<file path="src/rtl/coolgirl_cfg_ctrl_pkg.sv">
// Shared definitions for the multicart configuration controller.
// Holds register indices, bit positions, state encodings, the configuration
// payload struct and its reset defaults. The mapper logic uses the same defaults.
package coolgirl_cfg_ctrl_pkg;

  localparam int unsigned ADDR_W     = 15;
  localparam int unsigned DATA_W     = 8;
  localparam int unsigned CNT_W      = 4;
  localparam int unsigned CPU_BASE_W = 13;
  localparam int unsigned PRG_MASK_W = 7;
  localparam int unsigned CHR_MASK_W = 5;
  localparam int unsigned SRAM_PG_W  = 2;
  localparam int unsigned MAPPER_W   = 5;
  localparam int unsigned MIRROR_W   = 2;

  // Register indices (A2..A0 within the $5xxx window)
  localparam logic [2:0] REG_BASE_HI  = 3'd0;
  localparam logic [2:0] REG_BASE_LO  = 3'd1;
  localparam logic [2:0] REG_PRG_MASK = 3'd2;
  localparam logic [2:0] REG_CHR_MASK = 3'd3;
  localparam logic [2:0] REG_FLAGS    = 3'd4;
  localparam logic [2:0] REG_MAPPER   = 3'd5;
  localparam logic [2:0] REG_MIRROR   = 3'd6;
  localparam logic [2:0] REG_CTRL     = 3'd7;

  // R4 bit positions
  localparam int unsigned R4_SRAM_PG_LSB = 0;
  localparam int unsigned R4_SRAM_EN     = 2;
  localparam int unsigned R4_ROM6000     = 3;
  localparam int unsigned R4_FOUR_SCREEN = 4;
  localparam int unsigned R4_PRG_WE      = 5;
  localparam int unsigned R4_CHR_WE      = 6;

  // R7 bit positions
  localparam int unsigned R7_COMMIT = 0;
  localparam int unsigned R7_LOCK   = 7;

  typedef enum logic [1:0] {
    ST_IDLE   = 2'd0,
    ST_HOLD   = 2'd1,
    ST_LOCKED = 2'd2
  } state_e;

  typedef struct packed {
    logic [CPU_BASE_W-1:0] cpu_base;
    logic [PRG_MASK_W-1:0] prg_mask;
    logic [CHR_MASK_W-1:0] chr_mask;
    logic [SRAM_PG_W-1:0]  sram_page;
    logic                  sram_en;
    logic                  rom6000;
    logic                  four_screen;
    logic                  prg_we;
    logic                  chr_we;
    logic [MAPPER_W-1:0]   mapper;
    logic [MIRROR_W-1:0]   mirroring;
  } cfg_t;

  localparam cfg_t CFG_DEFAULT = '{
    cpu_base:    13'h0000,
    prg_mask:    7'h7E,
    chr_mask:    5'h1F,
    sram_page:   2'd0,
    sram_en:     1'b0,
    rom6000:     1'b0,
    four_screen: 1'b0,
    prg_we:      1'b1,
    chr_we:      1'b1,
    mapper:      5'd0,
    mirroring:   2'd0
  };

endpackage

</file>
<file path="src/rtl/coolgirl_cfg_ctrl_if.sv">
// CPU bus pins seen by the configuration controller.
// master: CPU side driving the bus; slave: controller sampling it.
//   romsel       /ROMSEL, must be 1 for a register access
//   cpu_rw_in    1 = read, 0 = write
//   cpu_addr_in  A14..A0
//   cpu_data_in  data bus, sampled on posedge m2
interface coolgirl_cfg_ctrl_if;
  import coolgirl_cfg_ctrl_pkg::*;

  logic              romsel;
  logic              cpu_rw_in;
  logic [ADDR_W-1:0] cpu_addr_in;
  logic [DATA_W-1:0] cpu_data_in;

  modport master (output romsel, output cpu_rw_in, output cpu_addr_in, output cpu_data_in);
  modport slave  (input  romsel, input  cpu_rw_in, input  cpu_addr_in, input  cpu_data_in);
endinterface

</file>
<file path="src/rtl/coolgirl_cfg_ctrl.sv">
// Multicart configuration controller.
// CPU writes to the $5xxx window fill shadow registers; an R7 commit copies the
// shadow bank into the active bank atomically, holds the mapper in reset for
// HOLD_CYCLES edges and optionally locks the block until the next reset.
// Ports:
//   m2, rst_n          CPU clock, synchronous active-low reset
//   bus                CPU bus (slave modport)
//   cpu_base..mirroring  active configuration (registered)
//   mapper_rst_n       low while mapper state must be cleared (registered)
//   cfg_locked         high once the lock has taken effect (registered)
module coolgirl_cfg_ctrl
  import coolgirl_cfg_ctrl_pkg::*;
#(
  parameter int unsigned HOLD_CYCLES = 4,
  parameter logic [2:0]  REG_A14_12  = 3'b101,
  parameter int unsigned LOCK_ENABLE = 1
) (
  input  logic                  m2,
  input  logic                  rst_n,
  coolgirl_cfg_ctrl_if.slave    bus,
  output logic [CPU_BASE_W-1:0] cpu_base,
  output logic [PRG_MASK_W-1:0] prg_mask,
  output logic [CHR_MASK_W-1:0] chr_mask,
  output logic [SRAM_PG_W-1:0]  sram_page,
  output logic                  sram_enabled,
  output logic                  map_rom_on_6000,
  output logic                  four_screen,
  output logic                  prg_write_enabled,
  output logic                  chr_write_enabled,
  output logic [MAPPER_W-1:0]   mapper,
  output logic [MIRROR_W-1:0]   mirroring,
  output logic                  mapper_rst_n,
  output logic                  cfg_locked
);

  state_e           state_q, state_d;
  cfg_t             shadow_q, shadow_d;
  cfg_t             active_q, active_d;
  logic [CNT_W-1:0] cnt_q, cnt_d;
  logic             lock_pending_q, lock_pending_d;
  logic             mapper_rst_n_q, mapper_rst_n_d;
  logic             cfg_locked_q, cfg_locked_d;

  logic              wr;
  logic [2:0]        idx;
  logic [DATA_W-1:0] din;
  logic              commit;

  // A11..A3 are mirrored and intentionally ignored
  logic unused_addr;
  assign unused_addr = ^bus.cpu_addr_in[11:3];

  // Register window decode
  always_comb begin
    wr     = bus.romsel & ~bus.cpu_rw_in & (bus.cpu_addr_in[14:12] == REG_A14_12);
    idx    = bus.cpu_addr_in[2:0];
    din    = bus.cpu_data_in;
    commit = wr && (idx == REG_CTRL) && din[R7_COMMIT];
  end

  // Next-state: shadow writes, commit/hold sequencing, lock
  always_comb begin
    state_d        = state_q;
    shadow_d       = shadow_q;
    active_d       = active_q;
    cnt_d          = cnt_q;
    lock_pending_d = lock_pending_q;
    mapper_rst_n_d = mapper_rst_n_q;
    cfg_locked_d   = cfg_locked_q;

    // Shadow bank accepts writes in IDLE and HOLD; R7 is a command, not storage
    if (wr && (state_q != ST_LOCKED)) begin
      unique case (idx)
        REG_BASE_HI:  shadow_d.cpu_base[12:5] = din;
        REG_BASE_LO:  shadow_d.cpu_base[4:0]  = din[4:0];
        REG_PRG_MASK: shadow_d.prg_mask       = din[6:0];
        REG_CHR_MASK: shadow_d.chr_mask       = din[4:0];
        REG_FLAGS: begin
          shadow_d.sram_page   = din[R4_SRAM_PG_LSB +: SRAM_PG_W];
          shadow_d.sram_en     = din[R4_SRAM_EN];
          shadow_d.rom6000     = din[R4_ROM6000];
          shadow_d.four_screen = din[R4_FOUR_SCREEN];
          shadow_d.prg_we      = din[R4_PRG_WE];
          shadow_d.chr_we      = din[R4_CHR_WE];
        end
        REG_MAPPER:   shadow_d.mapper         = din[4:0];
        REG_MIRROR:   shadow_d.mirroring      = din[1:0];
        default:      shadow_d                = shadow_q;
      endcase
    end

    unique case (state_q)
      ST_IDLE: begin
        mapper_rst_n_d = 1'b1;
        if (commit) begin
          active_d       = shadow_q;
          mapper_rst_n_d = 1'b0;
          cnt_d          = CNT_W'(HOLD_CYCLES - 1);
          lock_pending_d = din[R7_LOCK];
          state_d        = ST_HOLD;
        end
      end
      ST_HOLD: begin
        if (cnt_q == '0) begin
          mapper_rst_n_d = 1'b1;
          if (lock_pending_q && (LOCK_ENABLE != 0)) begin
            state_d      = ST_LOCKED;
            cfg_locked_d = 1'b1;
          end else begin
            state_d      = ST_IDLE;
          end
        end else begin
          cnt_d = cnt_q - CNT_W'(1);
        end
      end
      ST_LOCKED: begin
        mapper_rst_n_d = 1'b1;
        cfg_locked_d   = 1'b1;
      end
      default: begin
        state_d = ST_IDLE;
      end
    endcase
  end

  // State registers; mapper held in reset while rst_n is low
  always_ff @(posedge m2) begin
    if (!rst_n) begin
      state_q        <= ST_IDLE;
      shadow_q       <= CFG_DEFAULT;
      active_q       <= CFG_DEFAULT;
      cnt_q          <= '0;
      lock_pending_q <= 1'b0;
      mapper_rst_n_q <= 1'b0;
      cfg_locked_q   <= 1'b0;
    end else begin
      state_q        <= state_d;
      shadow_q       <= shadow_d;
      active_q       <= active_d;
      cnt_q          <= cnt_d;
      lock_pending_q <= lock_pending_d;
      mapper_rst_n_q <= mapper_rst_n_d;
      cfg_locked_q   <= cfg_locked_d;
    end
  end

  assign cpu_base          = active_q.cpu_base;
  assign prg_mask          = active_q.prg_mask;
  assign chr_mask          = active_q.chr_mask;
  assign sram_page         = active_q.sram_page;
  assign sram_enabled      = active_q.sram_en;
  assign map_rom_on_6000   = active_q.rom6000;
  assign four_screen       = active_q.four_screen;
  assign prg_write_enabled = active_q.prg_we;
  assign chr_write_enabled = active_q.chr_we;
  assign mapper            = active_q.mapper;
  assign mirroring         = active_q.mirroring;
  assign mapper_rst_n      = mapper_rst_n_q;
  assign cfg_locked        = cfg_locked_q;

endmodule

</file>
<file path="src/flat_wrapper.sv">
// flat-port wrapper written by rule: the top's interface ports become plain ports
module coolgirl_cfg_ctrl_flat import coolgirl_cfg_ctrl_pkg::*;
#(
  parameter int unsigned HOLD_CYCLES = 4,
  parameter logic [2:0]  REG_A14_12  = 3'b101,
  parameter int unsigned LOCK_ENABLE = 1
)
  (m2, rst_n, cpu_base, prg_mask, chr_mask, sram_page, sram_enabled, map_rom_on_6000, four_screen, prg_write_enabled, chr_write_enabled, mapper, mirroring, mapper_rst_n, cfg_locked, bus_romsel, bus_cpu_rw_in, bus_cpu_addr_in, bus_cpu_data_in);
  coolgirl_cfg_ctrl_if bus_i ();
  input  logic m2;
  input  logic rst_n;
  output logic [CPU_BASE_W-1:0] cpu_base;
  output logic [PRG_MASK_W-1:0] prg_mask;
  output logic [CHR_MASK_W-1:0] chr_mask;
  output logic [SRAM_PG_W-1:0] sram_page;
  output logic sram_enabled;
  output logic map_rom_on_6000;
  output logic four_screen;
  output logic prg_write_enabled;
  output logic chr_write_enabled;
  output logic [MAPPER_W-1:0] mapper;
  output logic [MIRROR_W-1:0] mirroring;
  output logic mapper_rst_n;
  output logic cfg_locked;
  input wire logic [$bits(bus_i.romsel)-1:0] bus_romsel;
  input wire logic [$bits(bus_i.cpu_rw_in)-1:0] bus_cpu_rw_in;
  input wire logic [$bits(bus_i.cpu_addr_in)-1:0] bus_cpu_addr_in;
  input wire logic [$bits(bus_i.cpu_data_in)-1:0] bus_cpu_data_in;
  assign bus_i.romsel = bus_romsel;
  assign bus_i.cpu_rw_in = bus_cpu_rw_in;
  assign bus_i.cpu_addr_in = bus_cpu_addr_in;
  assign bus_i.cpu_data_in = bus_cpu_data_in;
  coolgirl_cfg_ctrl #(.HOLD_CYCLES(HOLD_CYCLES), .REG_A14_12(REG_A14_12), .LOCK_ENABLE(LOCK_ENABLE)) u_core (.m2(m2), .rst_n(rst_n), .bus(bus_i), .cpu_base(cpu_base), .prg_mask(prg_mask), .chr_mask(chr_mask), .sram_page(sram_page), .sram_enabled(sram_enabled), .map_rom_on_6000(map_rom_on_6000), .four_screen(four_screen), .prg_write_enabled(prg_write_enabled), .chr_write_enabled(chr_write_enabled), .mapper(mapper), .mirroring(mirroring), .mapper_rst_n(mapper_rst_n), .cfg_locked(cfg_locked));
endmodule
</file>
<file path="config.mk">
export PLATFORM = sky130hd
export DESIGN_NAME = coolgirl_cfg_ctrl_flat
export DESIGN_NICKNAME = d
export VERILOG_FILES = /design/src/rtl/coolgirl_cfg_ctrl_pkg.sv /design/src/rtl/coolgirl_cfg_ctrl_if.sv /design/src/rtl/coolgirl_cfg_ctrl.sv /design/src/flat_wrapper.sv
export SDC_FILE = /design/constraint.sdc
export NUM_CORES = 1
export LEC_CHECK = 0
export CAP_MARGIN = 20
export CORE_MARGIN = 3
export CORE_UTILIZATION = 50
export DETAILED_ROUTE_END_ITERATION = 10
export HOLD_SLACK_MARGIN = 0.1
export PLACE_DENSITY_LB_ADDON = 0.08
export SLEW_MARGIN = 10
export SYNTH_ARGS = -nofsm -noshare
export SYNTH_HDL_FRONTEND = slang
export SYNTH_SLANG_ARGS = --single-unit
</file>
<file path="constraint.sdc">
create_clock -name m2 -period 3.9 [get_ports m2]
set_clock_uncertainty 0.05 [all_clocks]
set_input_delay 0.78 -clock m2 [delete_from_list [all_inputs] [get_ports m2]]
set_output_delay 0.78 -clock m2 [all_outputs]
set_load 0.02 [all_outputs]
</file>
# == After elaboration in Yosys (flattened, before gate mapping) ==
# Cells that the tools add are included.
# classes
addsub,1
mux,13
n_eq_ne,15
bitwise,4
n_reduce_logical,21
# ops
operator,n
2-bit AND reduction,9
"3-bit == test, second input constant",5
3-bit AND reduction,3
4-bit two-way mux,2
4-bit one-hot mux with 2 select lines,1
"3-bit by 2-bit == test with 1-bit output, second input constant",2
2-bit two-way mux,3
"2-bit by 1-bit inequality test with 1-bit output, second input constant",3
2-bit one-hot mux with 3 select lines,1
4-bit logical NOT,1
1-bit two-way mux,4
"2-bit inequality test, second input constant",2
2-bit nonzero test,2
"4-bit by 1-bit subtractor with 4-bit output, second input constant",1
"3-bit by 1-bit == test with 1-bit output, second input constant",1
1-bit logical AND,3
3-bit logical NOT,1
1-bit one-hot mux with 3 select lines,1
3-bit nonzero test,1
1-bit bitwise AND,2
"2-bit by 1-bit == test with 1-bit output, second input constant",1
"2-bit == test, second input constant",1
2-bit logical NOT,1
1-bit inverter,2
1-bit one-hot mux with 2 select lines,1
# totals
output_inout_bits,41
elab_cells,82
in_bits,27
register_bits,87

# == Depth between registers and ports, before layout ==
# depth
word_depth,7
depth_mapped,8
ltp_nobuf,6

# == Worst setup path after synthesis ==
# Ideal clock, no wire load.
# synth_path
kind,input to register
start,in bus_cpu_addr_in[13]
end,"reg u_core.active_q, in the netlist u_core.chr_write_enabled"
path_slack_ns,1.717
required_ns,3.713
n_path_buf,3
setup_ns,0.137
path_stages,7
t_arrival_ns,1.996
cell_sequence,nand4bb_1 buf_2 or4_1 buf_2 buf_6 nand2_1 nand3_1
# synth_via
elab_chain_len,5
# synth_lines
item,line,rtl
start: declaration,flat_wrapper.sv:27,input wire logic [$bits(bus_i.cpu_addr_in)-1:0] bus_cpu_addr_in;
3-bit == test,coolgirl_cfg_ctrl.sv:55,wr = bus.romsel & ~bus.cpu_rw_in & (bus.cpu_addr_in[14:12] == REG_A14_12);
1-bit bitwise AND,coolgirl_cfg_ctrl.sv:55,
1-bit logical AND (2 in series),coolgirl_cfg_ctrl.sv:58,commit = wr && (idx == REG_CTRL) && din[R7_COMMIT];
2-bit AND reduction (no source line),n/a,
end signal: assignment,coolgirl_cfg_ctrl.sv:139,active_q <= active_d;
end: declaration,coolgirl_cfg_ctrl.sv:38,"cfg_t active_q, active_d;"
# No other way between the ends.
# A chain may end at the register's enable or synchronous reset.

# == Worst setup path in the final report ==
# layout_path
start,in bus_cpu_addr_in[14]
end,"reg u_core.active_q, in the netlist u_core.chr_mask[4]"
# The elaborated chain is that of the path after synthesis.

==> metrics.md <==
| Metric | Value |
|---|---|
| Status | `finished clean` |
| Worst setup EP type | `flip-flop` |
| Fmax | `368 MHz` |
| Clock Tree Buf Depth | `2` |
| Post-synthesis xor/xnor area fraction | `0` |
| Filler Cells Inserted | `544` |
| Crit Path Max Fanout | `28` |
| Compound-Gate Fraction of Synth Area | `0.103` |
| Share of the synthesized area in the top cell type | `0.517` |
| Crit share post-route | `0.696` |
| Mapped Nets | `421` |
| Post-Synth Adder-Cell Area | `0.0223` |
| Register bit total from synthesis | `87` |
| Worst-skew pair later-pin latency | `350 ps` |
| Largest net degree at the start of global routing | `67` |
| Multi-input gate area | `1490 sq um` |
| Global-route wire length before repair | `12100 um` |
| VDD IR max | `0.230 mV` |
| Antenna viol nets, final | `0` |
| Global route overflow | `0` |
| CP required | `4040 ps` |
| Pwr Total | `1.66 mW` |
| Syn Area/Cell | `8.67 sq um` |
| Asr flop ratio synth | `0` |
| Power density over the cells | `395 nW/um^2` |
| Via count | `2764` |
| Synth cell count leaders | `117 x nand2_1, 87 x dfxtp_1, 34 x nand3_1, 33 x a21oi_1, 24 x mux2i_1` |
| Root buffer cell | `clkbuf_8` |
| MaxCap Viol Count | `0` |
| Vias in the first global route | `2572` |
| WL per Instance | `14.1 um` |
| Seq/Total Area, Yosys | `0.517` |
| Yosys warns | `0` |
| Register Area | `1740 sq um` |
| # diodes | `0` |
| Die width | `88.0 um` |
| Die area | `7750 sq um` |
| Starting Density | `0.524` |
| Core area | `6420 sq um` |
| Post-Place Worst Slack | `792 ps` |
| Number of synthesized flops with an enable pin | `0` |
| Placed inst area | `3970 sq um` |
| Row count | `29` |
| Mux cell area share after synthesis | `0.0714` |
| Hold Buf Count CTS | `0` |
| Synth Instances | `388` |
| Worst-margin pin slew | `643 ps` |
| Worst Hold Depth | `2` |
| Final setup viols | `0` |
| Netlist cell types | `36` |
| Layout cell share with drive strength beyond 1 | `0.0674` |
| Synth top area cells | `dfxtp_1 52%, nand2_1 13%, mux2i_1 7.1%` |
| Crit path DAT | `2860 ps` |
| Post-cts gate resize count | `0` |
| TritonCTS Buffers | `9` |
| Slew margin rel. | `0.565` |
| Die H | `88.0 um` |
| Total wire length | `7350 um` |
| Worst setup SP type | `input port` |
| Post-route cell area | `4220 sq um` |
| Post-Synth Simple-Gate Area | `0.240` |
| Reg-to-Reg Start | `u_core.state_q[0]$_SDFFE_PN0P_` |
| Ys flop type | `dfxtp_1` |
| Initial DRC Count | `106` |
| Final worst-path setup slack | `1190 ps` |
| DRC viols | `0` |
| Largest area contributor in the netlist | `dfxtp_1` |
| Final Max Tran Viols | `0` |
| RSZ-0062 raised after global routing | `no` |
| TNS Setup | `0 ps` |
| Layout area overhead | `25.2%` |
| Crit. Startpoint | `bus_cpu_addr_in[14]` |
| Postcts setup bufs | `0` |
| Most common cell in the netlist | `nand2_1` |
| PortBufs | `58` |
| Hold Path Origin | `u_core.four_screen$_SDFFE_PN0P_` |
| Fin. Hold Viols | `0` |
| Largest family of logic cells by synthesized area | `simple AND/OR/NAND/NOR gates` |
| # IOs | `68` |
| Clock transition at path regs | `80 ps` |
| Crit Path Class | `input port to flip-flop` |
| CTS tree | `built` |
| Leak | `1.60 nW` |
| Cell Area, Synth | `3370 sq um` |
| Reg2reg path depth | `7` |
| DR vias/cell | `5.30` |
| Worst Hold Class | `flip-flop to flip-flop` |
| Tmin final | `2710 ps` |
| Antenna violations before repair | `0` |
| Gpl congestion | `0.801` |
| Sinks on Clock Net | `87` |
| Hpwl dp | `4860 um` |
| Global-route usage over all layers | `0.201` |
| Nets | `473` |
| H-tree levels | `3` |
| First-pass DRT Iterations | `4` |
-- placed cells by master (no fill, tap or decap), drive strengths merged, types with 2 or more instances in the layout --
master / count
a21oi: 33
buf: 8
bufinv: 2
clkbuf: 11
clkdlybuf4s50: 57
dfxtp: 87
ha: 6
inv: 9
mux2i: 24
nand2: 117
nand2b: 2
nand3: 34
nand4: 3
nor2: 6
nor2b: 2
nor3: 2
nor4: 3
nor4b: 2
o211ai: 2
o21ai: 18
or3: 2
-- sequential cells by signal (all words and copies together), names as in the netlist --
| signal | cells |
|---|---|
| u_core.map_rom_on_6000 | 1 |
| u_core.shadow_q | 39 |
| u_core.four_screen | 1 |
| u_core.chr_mask | 5 |
| u_core.mirroring | 2 |
| u_core.mapper_rst_n | 1 |
| u_core.sram_enabled | 1 |
| u_core.chr_write_enabled | 1 |
| u_core.state_q | 2 |
| u_core.sram_page | 2 |
| u_core.mapper | 5 |
| u_core.lock_pending_q | 1 |
| u_core.cnt_q | 4 |
| u_core.prg_write_enabled | 1 |
| u_core.prg_mask | 7 |
| u_core.cpu_base | 13 |
| u_core.cfg_locked | 1 |
-- per-layer routing --
layer,GRT usage,wire length [um]
met1,0.268,3530
met2,0.323,3460
met3,0.0395,277
met4,0.0783,76
met5,0,0
-- power breakdown --
part	total [mW]	internal (mW)	switching (mW)
sequential	0.890	0.889	0.00101
clock	0.711	0.387	0.324
combinational	0.0638	0.0253	0.0385
-- critical path: stages --
cell             delay [ps]
clkdlybuf4s50_1         530
nand2_1                 250
or4_1                   780
buf_4                   340
nand2_1                 100
nand3_1                  80
-- per-stage QoR --
step | util | std cells | hold WS (ps)
floorplan | - | 388 | 386
global placement | 0.618 | 505 | 388
detailed placement | 0.618 | 505 | 395
CTS | 0.654 | 521 | 405
global route | 0.656 | 522 | 423
finish | 0.656 | 522 | 403
-- area by class of cell --
| cell class | instances | share of cell area |
|---|---|---|
| Inverter | 7 | 0.00623 |
| Clock inverter | 5 | 0.0211 |
| Timing Repair Buffer | 65 | 0.151 |
| Tap cell | 77 | 0.0229 |
| Clock buffer | 11 | 0.0335 |
| Sequential cell | 87 | 0.413 |
| Multi-Input combinational cell | 270 | 0.352 |
-- cells by family after synthesis --
family | count (synthesis)
fa+ha+maj | 6
mux | 24
compound gates | 61
flops | 87
simple gates | 179
buf+inv | 31
-- final timing paths --
| kind | slack [ps] | end |
|---|---|---|
| max | 1190 | u_core.chr_mask[4]$_SDFFE_PN1P_ |
| max reg2reg | 1550 | u_core.chr_mask[4]$_SDFFE_PN1P_ |
| min reg2reg | 400 | u_core.four_screen$_SDFFE_PN0P_ |
| min | 400 | u_core.four_screen$_SDFFE_PN0P_ |
Note: power is estimated with default switching activity, not from simulation.
